===== config.mk =====
export PLATFORM = sky130hd
export DESIGN_NAME = codificador_seq
export DESIGN_NICKNAME = d
export VERILOG_FILES = /design/src/rtl/codificador_seq.sv
export SDC_FILE = /design/constraint.sdc
export NUM_CORES = 1
export LEC_CHECK = 0
export ABC_AREA = 1
export CAP_MARGIN = 20
export CORE_MARGIN = 2
export CORE_UTILIZATION = 47
export CTS_BUF_LIST = sky130_fd_sc_hd__clkbuf_4 sky130_fd_sc_hd__clkbuf_8
export DETAILED_ROUTE_END_ITERATION = 6
export GPL_ROUTABILITY_DRIVEN = 0
export HOLD_SLACK_MARGIN = 0.06
export PLACE_DENSITY = 0.8
export SLEW_MARGIN = 20
export SYNTH_ARGS = -nofsm -noshare
export SYNTH_HDL_FRONTEND = slang
export SYNTH_SLANG_ARGS = --single-unit

===== constraint.sdc =====
create_clock -name clk -period 1.35 [get_ports clk]
set_clock_uncertainty 0.05 [all_clocks]
set_input_delay 0.27 -clock clk [delete_from_list [all_inputs] [get_ports clk]]
set_output_delay 0.27 -clock clk [all_outputs]
set_load 0.1 [all_outputs]

===== src/rtl/codificador_seq.sv =====
// Sequential priority encoder: emits the index of every set request bit, highest first, one per handshake.
// Optional CODIFICADOR_MERGE_EN: a load while busy merges A into the outstanding requests.
module codificador_seq #(
    parameter int W  = 8,
    parameter int SW = $clog2(W)
) (
    input  logic          clk,
    input  logic          rst_n,
    input  logic [W-1:0]  A,
    input  logic          enable,
    input  logic          load,
    output logic [SW-1:0] S,
    output logic          valid,
    input  logic          ready,
    output logic          busy,
    output logic          done,
    output logic          zero
);

    typedef enum logic {IDLE, OUT} state_t;

    state_t       state;
    logic [W-1:0] pending;
    logic [W-1:0] p_clr;
    logic [W-1:0] p_next;
    logic         hs;

    function automatic logic [SW-1:0] pe(input logic [W-1:0] v);
        logic [SW-1:0] idx;
        idx = '0;
        for (int unsigned i = 0; i < W; i++)
            if (v[i]) idx = SW'(i);
        return idx;
    endfunction

    always_comb begin
        hs    = valid & ready;
        p_clr = pending;
        if (hs) p_clr[S] = 1'b0;
`ifdef CODIFICADOR_MERGE_EN
        p_next = load ? (p_clr | A) : p_clr;
`else
        p_next = p_clr;
`endif
    end

    assign busy = (state == OUT);

    always_ff @(posedge clk or negedge rst_n) begin
        if (!rst_n) begin
            state   <= IDLE;
            pending <= '0;
            S       <= '0;
            valid   <= 1'b0;
            done    <= 1'b0;
            zero    <= 1'b0;
        end else begin
            done <= 1'b0;
            zero <= 1'b0;
            if (!enable) begin
                state   <= IDLE;
                pending <= '0;
                S       <= '0;
                valid   <= 1'b0;
            end else begin
                case (state)
                    IDLE: begin
                        if (load) begin
                            if (|A) begin
                                pending <= A;
                                S       <= pe(A);
                                valid   <= 1'b1;
                                state   <= OUT;
                            end else begin
                                zero <= 1'b1;
                            end
                        end
                    end
                    OUT: begin
                        pending <= p_next;
                        // S only moves on a handshake, so a merge never disturbs a stalled index
                        if (hs) begin
                            if (|p_next) begin
                                S <= pe(p_next);
                            end else begin
                                S     <= '0;
                                valid <= 1'b0;
                                done  <= 1'b1;
                                state <= IDLE;
                            end
                        end
                    end
                    default: state <= IDLE;
                endcase
            end
        end
    end

endmodule

==> summary.txt, run 1 <==
Yosys
  • Synth Warn #: 0
  • Seq cells post-synth: 15
  • Synth Flop Type: dfrtp_1
  • Cell Area, Synth: 989.7 sq um
  • Area contributors post-synth: dfrtp_1, nand2_1, inv_1, o21ai_4, nor2_1
  • Register area share after synthesis: 0.3793
  • Yosys top cell area share: 0.3793
  • Number of synthesized flops with an enable pin: 0
  • Most common cell in the netlist: nand2_1
  • Cell variety after synth: 24
  • Fraction of registers with async set or reset after synthesis: 1.000
  • Post-synth top cells: nand2_1, dfrtp_1, inv_1
  • Cell taking the most area after synthesis: dfrtp_1
  • Syn_nets: 148
  • Mapped Cells: 135
  • Post-synthesis area per instance: 7.331 sq um

Die
  • Initial Util: 0.4994
  • Num ports: 20
  • Die Ht: 49.89 um
  • Die width: 49.89 um
  • Rows: 16

Clock network
  • CTS Buf Count: 3
  • CTS root buffer: clkbuf_4
  • CTS Sinks: 15
  • Clock Path Buffers: 2
  • H-tree depth: 1

STA
  • GRT worst endpoint: S[0]$_DFFE_PN0P_/D
  • Worst End Pin Type: sequential cell input

Place
  • Post-DP HPWL: 2520 um
  • PortBufs: 19
  • Post-place setup slack: -640.5 ps

Global routing
  • Pin count of the biggest net entering global routing: 16

Status
  • Tool error: [ERROR DPL-0038] Utilization greater than 100%, impossible to legalize
  • Fail Step: global routing
  • Status: aborted with a tool error
## through the flow
stage	utilization	instances	hold slack, ps	TNS, ps	cell area (sq um)
CTS	0.9293	235	244.1	-1534	1842
global placement	0.8169	219	444.3	-5765	1619
detailed placement	0.8169	219	443.8	-6441	1619
floorplan	-	135	-75.59	-1346	1040
## logic make-up after synthesis
kind of cell / synth area share
DFF: 0.3793
AOI/OAI and AO/OA: 0.2099
buffers and inverters: 0.07585
and+or+nand+nor: 0.3350
## timing repair
item                       CTS
pin swaps                   14
setup endpoints to repair   18
cloned                       1
resized for setup           42
buffers inserted            11
hold buffers                 0
==> run 2, diff against run 1 <==
==> config.mk (replaced) <==
export PLATFORM = sky130hd
export DESIGN_NAME = codificador_seq
export DESIGN_NICKNAME = d
export VERILOG_FILES = /design/src/rtl/codificador_seq.sv
export SDC_FILE = /design/constraint.sdc
export NUM_CORES = 1
export LEC_CHECK = 0
export ABC_AREA = 1
export CAP_MARGIN = 20
export CORE_AREA = 2 2 63 65
export DETAILED_ROUTE_END_ITERATION = 6
export DIE_AREA = 0 0 65 67
export GPL_ROUTABILITY_DRIVEN = 0
export PLACE_DENSITY_LB_ADDON = 0.15
export SLEW_MARGIN = 20
export SYNTH_ARGS = -nofsm -noshare
export SYNTH_HDL_FRONTEND = slang
export SYNTH_SLANG_ARGS = --single-unit
==> constraint.sdc (replaced) <==
create_clock -name clk -period 1.75 [get_ports clk]
set_clock_uncertainty 0.05 [all_clocks]
set_input_delay 0.35 -clock clk [delete_from_list [all_inputs] [get_ports clk]]
set_output_delay 0.35 -clock clk [all_outputs]
set_load 0.1 [all_outputs]
==> run 2 against run 1 <==
  * The run now ends clean
  * Synthesized cell count did not move
  * Synthesized area did not move
==> summary.txt, run 2 <==
STA
  • Final setup margin: 147.9 ps
  • Slew Viols, Final: 0
  • Max frequency: 624.2 MHz
  • RSZ-0062 raised after global routing: no
  • Final Hold Vio Count: 0
  • Post-route clock period utilization: 0.9155
  • Slew Limit Headroom: 0.7786
  • Fin Setup TNS: 0 ps
  • Final min period: 1602 ps
  • Worst-Margin Slew: 332.1 ps
  • Final setup fails: 0

Yosys
  • Yosys top cell area share: 0.3793 (unchanged)
  • Number of synthesized flops with an enable pin: 0 (unchanged)
  • Mapped Cells: 135 (unchanged)
  • Most common cell in the netlist: nand2_1
  • Fraction of registers with async set or reset after synthesis: 1.000 (unchanged)
  • Post-synthesis area per instance: 7.331 sq um (unchanged)
  • Cell variety after synth: 24 (unchanged)
  • Cell taking the most area after synthesis: dfrtp_1
  • Post-synth top cells: nand2_1, dfrtp_1, inv_1
  • Synth Warn #: 0 (unchanged)
  • Syn_nets: 148 (unchanged)
  • Synth Flop Type: dfrtp_1
  • Seq cells post-synth: 15 (unchanged)
  • Cell Area, Synth: 989.7 sq um (unchanged)
  • Register area share after synthesis: 0.3793 (unchanged)
  • Area contributors post-synth: dfrtp_1, nand2_1, inv_1, o21ai_4, nor2_1

Global routing
  • First-pass GRT wire length: 4636 um
  • Gr usage total: 0.1421
  • Vias in the first global route: 1018
  • Antenna violations before repair: 0
  • Pin count of the biggest net entering global routing: 16
  • GRT overflow: 0

Worst setup path
  • Cells along the critical path: inv_2 -> nand2_2 -> inv_1 -> nand2_1 -> nand2_2 -> nand2_2 -> nor3_4 -> nand4_1 -> o211ai_1 -> inv_2
  • CP Data Arrival Time: 1690 ps
  • Buf/Inv on CP: 3
  • CP Class: reg2reg
  • Critical path peak fanout: 5
  • Worst path slowest cell: dfrtp_4
  • Crit start category: flop
  • Crit end category: flop
  • Top Family by Delay on Critical Path: simple AND/OR/NAND/NOR gates
  • Max incr delay on CP: 510 ps
  • Crit path top cell by count: nand2_2
  • Worst EP required: 1840 ps

Drt
  • Initial DRC count: 43
  • Vias post-DR: 1067
  • Detail Route Antenna Nets: 0
  • Residual DRC: 0
  • Drt first pass iters: 4
  • Drt via density: 4.639
  • Post-DR wirelength/cell: 12.13 um
  • Routed WL: 2790 um

Status
  • Status: completed

Cells and area
  • Commonest non-fill, non-tap cell in the layout: nand2_1
  • Reg with most FFs: pending
  • Max FFs per register: 8
  • Nets: 196
  • Area Growth Syn to Fin: 61.19%
  • Most frequent cells in the layout: nand2_1, buf_4, inv_1
  • Biggest regs: pending x8, S x3
  • Layout cell share with drive strength beyond 1: 0.3516
  • N_diodes: 0

Clock network
  • # Post-CTS Setup Buffers: 0 (-11)
  • CTS root buffer: clkbuf_8
  • Clk_lat worst skew: 250 ps
  • PostCTS Resize Cnt: 0 (-100%)
  • Clock Path Buffers: 2 (unchanged)
  • CTS tree: done
  • Clock transition at path regs: 60 ps
  • Cts-stage hold buffer count: 0 (unchanged)
  • H-tree depth: 1 (unchanged)
  • CTS Sinks: 15 (unchanged)
  • CTS Buf Count: 3 (unchanged)

Flow run
  • Max_cap viols: 0

Die
  • Die width: 65 um (+30%)
  • Core outline area: 3606 sq um
  • Die Ht: 67 um (+34%)
  • DIE AREA: 4355 sq um
  • Initial Util: 0.2745 (-0.2249)
  • Rows: 22 (+6)
  • Num ports: 20 (unchanged)

Power and ir drop
  • Worst VDD drop: 0.0002296 V
  • Power density over cell area: 789.4 nW/um^2
  • Lkg Pwr: 0.7687 nW

Hold path
  • Worst min-delay path class: in2async

Place
  • Post-place setup slack: -224.1 ps (+416.3 ps)
  • Post-DP HPWL: 2286 um (-9.3%)
  • PortBufs: 19 (unchanged)
[run 2: path summary, 6_finish.rpt]
path / start / to / slack (ps) / cells after the start
max in group asynchronous: rst_n / valid$_DFFE_PN0P_ / 1080 / 2
worst max-delay path: S[2]$_DFFE_PN0P_ / busy$_DFF_PN0_ / 150 / 10
min in group clk: pending[5]$_DFFE_PN0P_ / pending[5]$_DFFE_PN0P_ / 450 / 2
worst min-delay path: rst_n / S[2]$_DFFE_PN0P_ / 370 / 2
worst max register to register: S[2]$_DFFE_PN0P_ / busy$_DFF_PN0_ / 150 / 10
worst min register to register: pending[5]$_DFFE_PN0P_ / pending[5]$_DFFE_PN0P_ / 450 / 2
[run 2: logic make-up (layout without fill, tap and decap cells)]
logic type	count (synthesis)	after routing	synth area share
AND/OR/NAND/NOR	72	72	0.3350
buffers and inverters	19	66	0.07585
AO/OA/AOI/OAI	29	29	0.2099
flip-flops	15	15	0.3793
[run 2: layout make-up]
type,instances,area [sq um]
clock buffer,4,45.04
multi-input combinational,101,573.1
timing repair buffer,43,455.4
fill,377,2011
tap,48,60.06
inverter,19,75.07
sequential,15,386.6
[run 2: routing by layer]
metal  vias up  GRT usage  part of all wire
met5         -          0                 0
met4         0    0.09043             0.029
met3         7    0.01858             0.046
met2        34     0.2320              0.46
met1       489     0.1761              0.46
li1        537          -                 -
[run 2: power breakdown]
part,internal [W],switching (W),leakage (nW)
logic,0.000210,0.000317,0.558
registers,0.000389,0.0000555,0.188
clock network,0.000161,0.000126,0.0228
[run 2: worst register-to-register path, stage by stage, from the launching register on]
cell      delay (ps)
dfrtp_4          510
inv_2             80
nand2_2           80
inv_1             70
nand2_1           70
nand2_2           80
nand2_2           70
nor3_4           150
nand4_1          150
o211ai_1         140
inv_2             40
[run 2: through the flow]
stage	power (W)	cell area, sq um	utilization	hold WS [ps]	instances
3_3_place_gp	0.0009567	1514	0.4198	425.8	226
3_5_place_dp	0.0009581	1514	0.4198	428.5	226
6_report	0.001259	1595	0.4424	372.1	230
2_1_floorplan	0.0007334	1001	-	4.409	135
5_1_grt	0.001331	1595	0.4424	415.0	230
4_1_cts	0.001246	1559	0.4323	383.0	230
Power figures use the tool's default switching activity.
==> variant (config.mk and constraints of run 2) <==
Reset style: synchronous (`rst_n`), changed in one clocked block.
--- a/src/rtl/codificador_seq.sv
+++ b/src/rtl/codificador_seq.sv
@@ -47,5 +47,5 @@
     assign busy = (state == OUT);
 
-    always_ff @(posedge clk or negedge rst_n) begin
+    always_ff @(posedge clk) begin
         if (!rst_n) begin
             state   <= IDLE;
Behaviour: differs if rst_n is asserted again (counterexample within 4 cycles, from zero or initial values and one cycle with rst_n low); with rst_n held inactive, the same outputs for 10 cycles.
==> variant against run 2 <==
  * First-iteration DRC count is 40% lower
  * Design area is 16% lower
  * Register-to-register slack better by 100 ps
  * Non-clock buffer count is 7 lower
  * Die area stayed put
  * Sequential cell count stayed put
  * Area after synthesis is 15% lower
  * Routed wire length is 16% lower
  * Count of clock-buffer cells in the layout stayed put
  * Worst setup slack better by 48 ps
  * Critical path depth is 1 lower
  * Highest routed layer unchanged
Power is not compared: it rests on default switching activity, and its combinational part moved more than twofold at a synthesized area within 25%.
==> variant: results (changes against run 2) <==
Parameter                              Value

Drt
  Iteration-0 DRC count of the detailed router    26 (-40%)
  Uppermost layer routed    met4
  Antenna-violating nets left    0 (unchanged)
  Routed metal-1 wire length    1110 µm (-14%)
  Amount of wire on met2 after detailed routing    1070 µm (-17%)
  Total number of vias    918 (-14%)
  Met3 wire len    112 µm (-13%)
  Routed WL per cell    11.1 µm (-8.5%)

Clock network
  CTS Buffer Depth    2 (unchanged)
  H-tree depth    1 (unchanged)
  Register clock-pin slew on the reported worst setup and hold paths    70 ps
  CTS buffer count    3 (unchanged)
  Clock latency reported for the late side of the worst-skew pair    250 ps (about the same)
  Clock root cell    sky130_fd_sc_hd__clkbuf_8

GRT
  Number of global-route vias before repair    944 (-7.3%)
  Global-route wire length before repair    3990 µm (-14%)
  Overall Global Routing Usage    0.122 (-0.0201)
  Pin count of the biggest net entering global routing    16 (unchanged)
  Antenna violations before repair    0 (unchanged)

Worst setup path
  Arrival time of the worst setup path    1630 ps (-60 ps)
  Worst stage delay on the critical path    420 ps (-90 ps)
  Maximum fanout along the worst path    6 (+1)
  Slowest cell on the critical path    sky130_fd_sc_hd__clkdlybuf4s50_1
  Worst r2r path cells    9 (-1)

Cells and area
  Post-layout instance count excluding filler cells    212 (-7.8%)
  Diode insertion count for antenna repair    0 (unchanged)
  Proportion of layout cells with a drive suffix above 1    0.280 (-0.0712)
  Top flop regs    pending: 8 flops, S: 3 flops
  Total Nets Final    178 (-9.2%)

Synthesis
  Share of synthesized area occupied by flip-flops and latches    0.356 (-0.0232)
  Fraction of registers with async set/reset    0 (-1.00)
  Net count after synthesis    140 (-5.4%)
  Warnings, synthesis    0 (unchanged)
  Gate Count Post-Synth    127 (-5.9%)
  Top cell types by occurrence after synthesis    sky130_fd_sc_hd__nand2_1 (33), sky130_fd_sc_hd__nor2_1 (18), sky130_fd_sc_hd__dfxtp_1 (15), sky130_fd_sc_hd__o21ai_0 (12), sky130_fd_sc_hd__inv_1 (10)
  Count of flip-flops with a built-in enable after synthesis    0 (unchanged)
  Prevailing post-synth register cell    sky130_fd_sc_hd__dfxtp_1
  Cell variety after synth    24 (unchanged)
  Leading post-synthesis cells by cell area    sky130_fd_sc_hd__dfxtp_1 (36%), sky130_fd_sc_hd__nand2_1 (15%), sky130_fd_sc_hd__nor2_1 (8.0%)

Power
  Max IR drop VDD    0.199 mV
  Switching fraction of total power    0.306
  Leakage Power    0.000569 µW

Status
  Status    complete, no violations

Placement
  Placed cell area    1290 µm² (-15%)
  Pre-CTS setup slack    -197 ps (+26.8 ps)
  Detailed Place HPWL    1890 µm (-17%)
  IO buf count    19 (unchanged)

Worst hold path
  Class of the tightest hold or removal check    reg2reg
  Worst hold stages    2

STA
  Slew margin rel.    0.854 (+0.0749)
[variant: cell count changes in the layout (fill, tap and decap cells not counted), sizes merged, moves of 2 or more]
| cell | run 2 | this run |
|---|---|---|
| dfrtp | 15 | 0 |
| dfxtp | 0 | 15 |
| nand2 | 48 | 35 |
| nor2 | 14 | 23 |
| a211oi | 0 | 7 |
| buf | 31 | 24 |
| inv | 18 | 13 |
| a22oi | 3 | 0 |
| nand4 | 4 | 1 |
| o22ai | 3 | 0 |
| a31oi | 0 | 2 |
[variant: worst max-delay path, delay by kind of cell]
family,cells,cell delay [ps]
simple gates,4,470
buf+inv,2,480
compound gates,3,340
[variant: logic make-up (layout without fill, tap and decap cells)]
family | Yosys count | after routing | synth area share
and+or+nand+nor | 64 | 64 | 0.322
AOI/OAI and AO/OA | 32 | 32 | 0.239
buffers and inverters | 16 | 53 | 0.0831
DFF | 15 | 15 | 0.356
[variant: power by group through the flow]
| stage | clock network [µW] | logic [µW] | registers [µW] |
|---|---|---|---|
| final | 293 | 224 | 374 |
| after CTS | 297 | 225 | 373 |
| after floorplan | 0 | 80.1 | 418 |
| after global routing | 313 | 243 | 376 |
| after global placement | 0 | 224 | 380 |
| after detailed placement | 0 | 224 | 381 |
[variant: final timing paths]
kind         startpoint          to  slack [ps]
max                A[2]        S[1]         200
min          pending[1]  pending[1]         440
max reg2reg       valid       valid         250
min reg2reg  pending[1]  pending[1]         440
[variant: layout make-up]
class	count	area (µm²)
clock buffer	4	45.0
fill	393	2260
sequential	15	307
inverter	13	51.3
multi-input combinational	96	478
timing repair buffer	36	403
tap	48	60.1
[variant: metrics by stage]
stage	total power (µW)	hold slack, ps
after floorplan	498	400
after global placement	604	416
after detailed placement	605	426
after CTS	895	435
after global routing	931	474
final	890	436
[variant: routing by layer]
| layer | GRT usage | vias to the layer above |
|---|---|---|
| met1 | 0.142 | 395 |
| met4 | 0.0718 | 0 |
| met5 | 0 | - |
| met2 | 0.215 | 23 |
| met3 | 0.0135 | 5 |
| li1 | - | 495 |
[variant: what timing repair did]
item	in CTS	in global routing
gates resized for setup	0	2
hold endpoints to repair	0	0
setup endpoints to repair	0	2
setup buffers	0	0
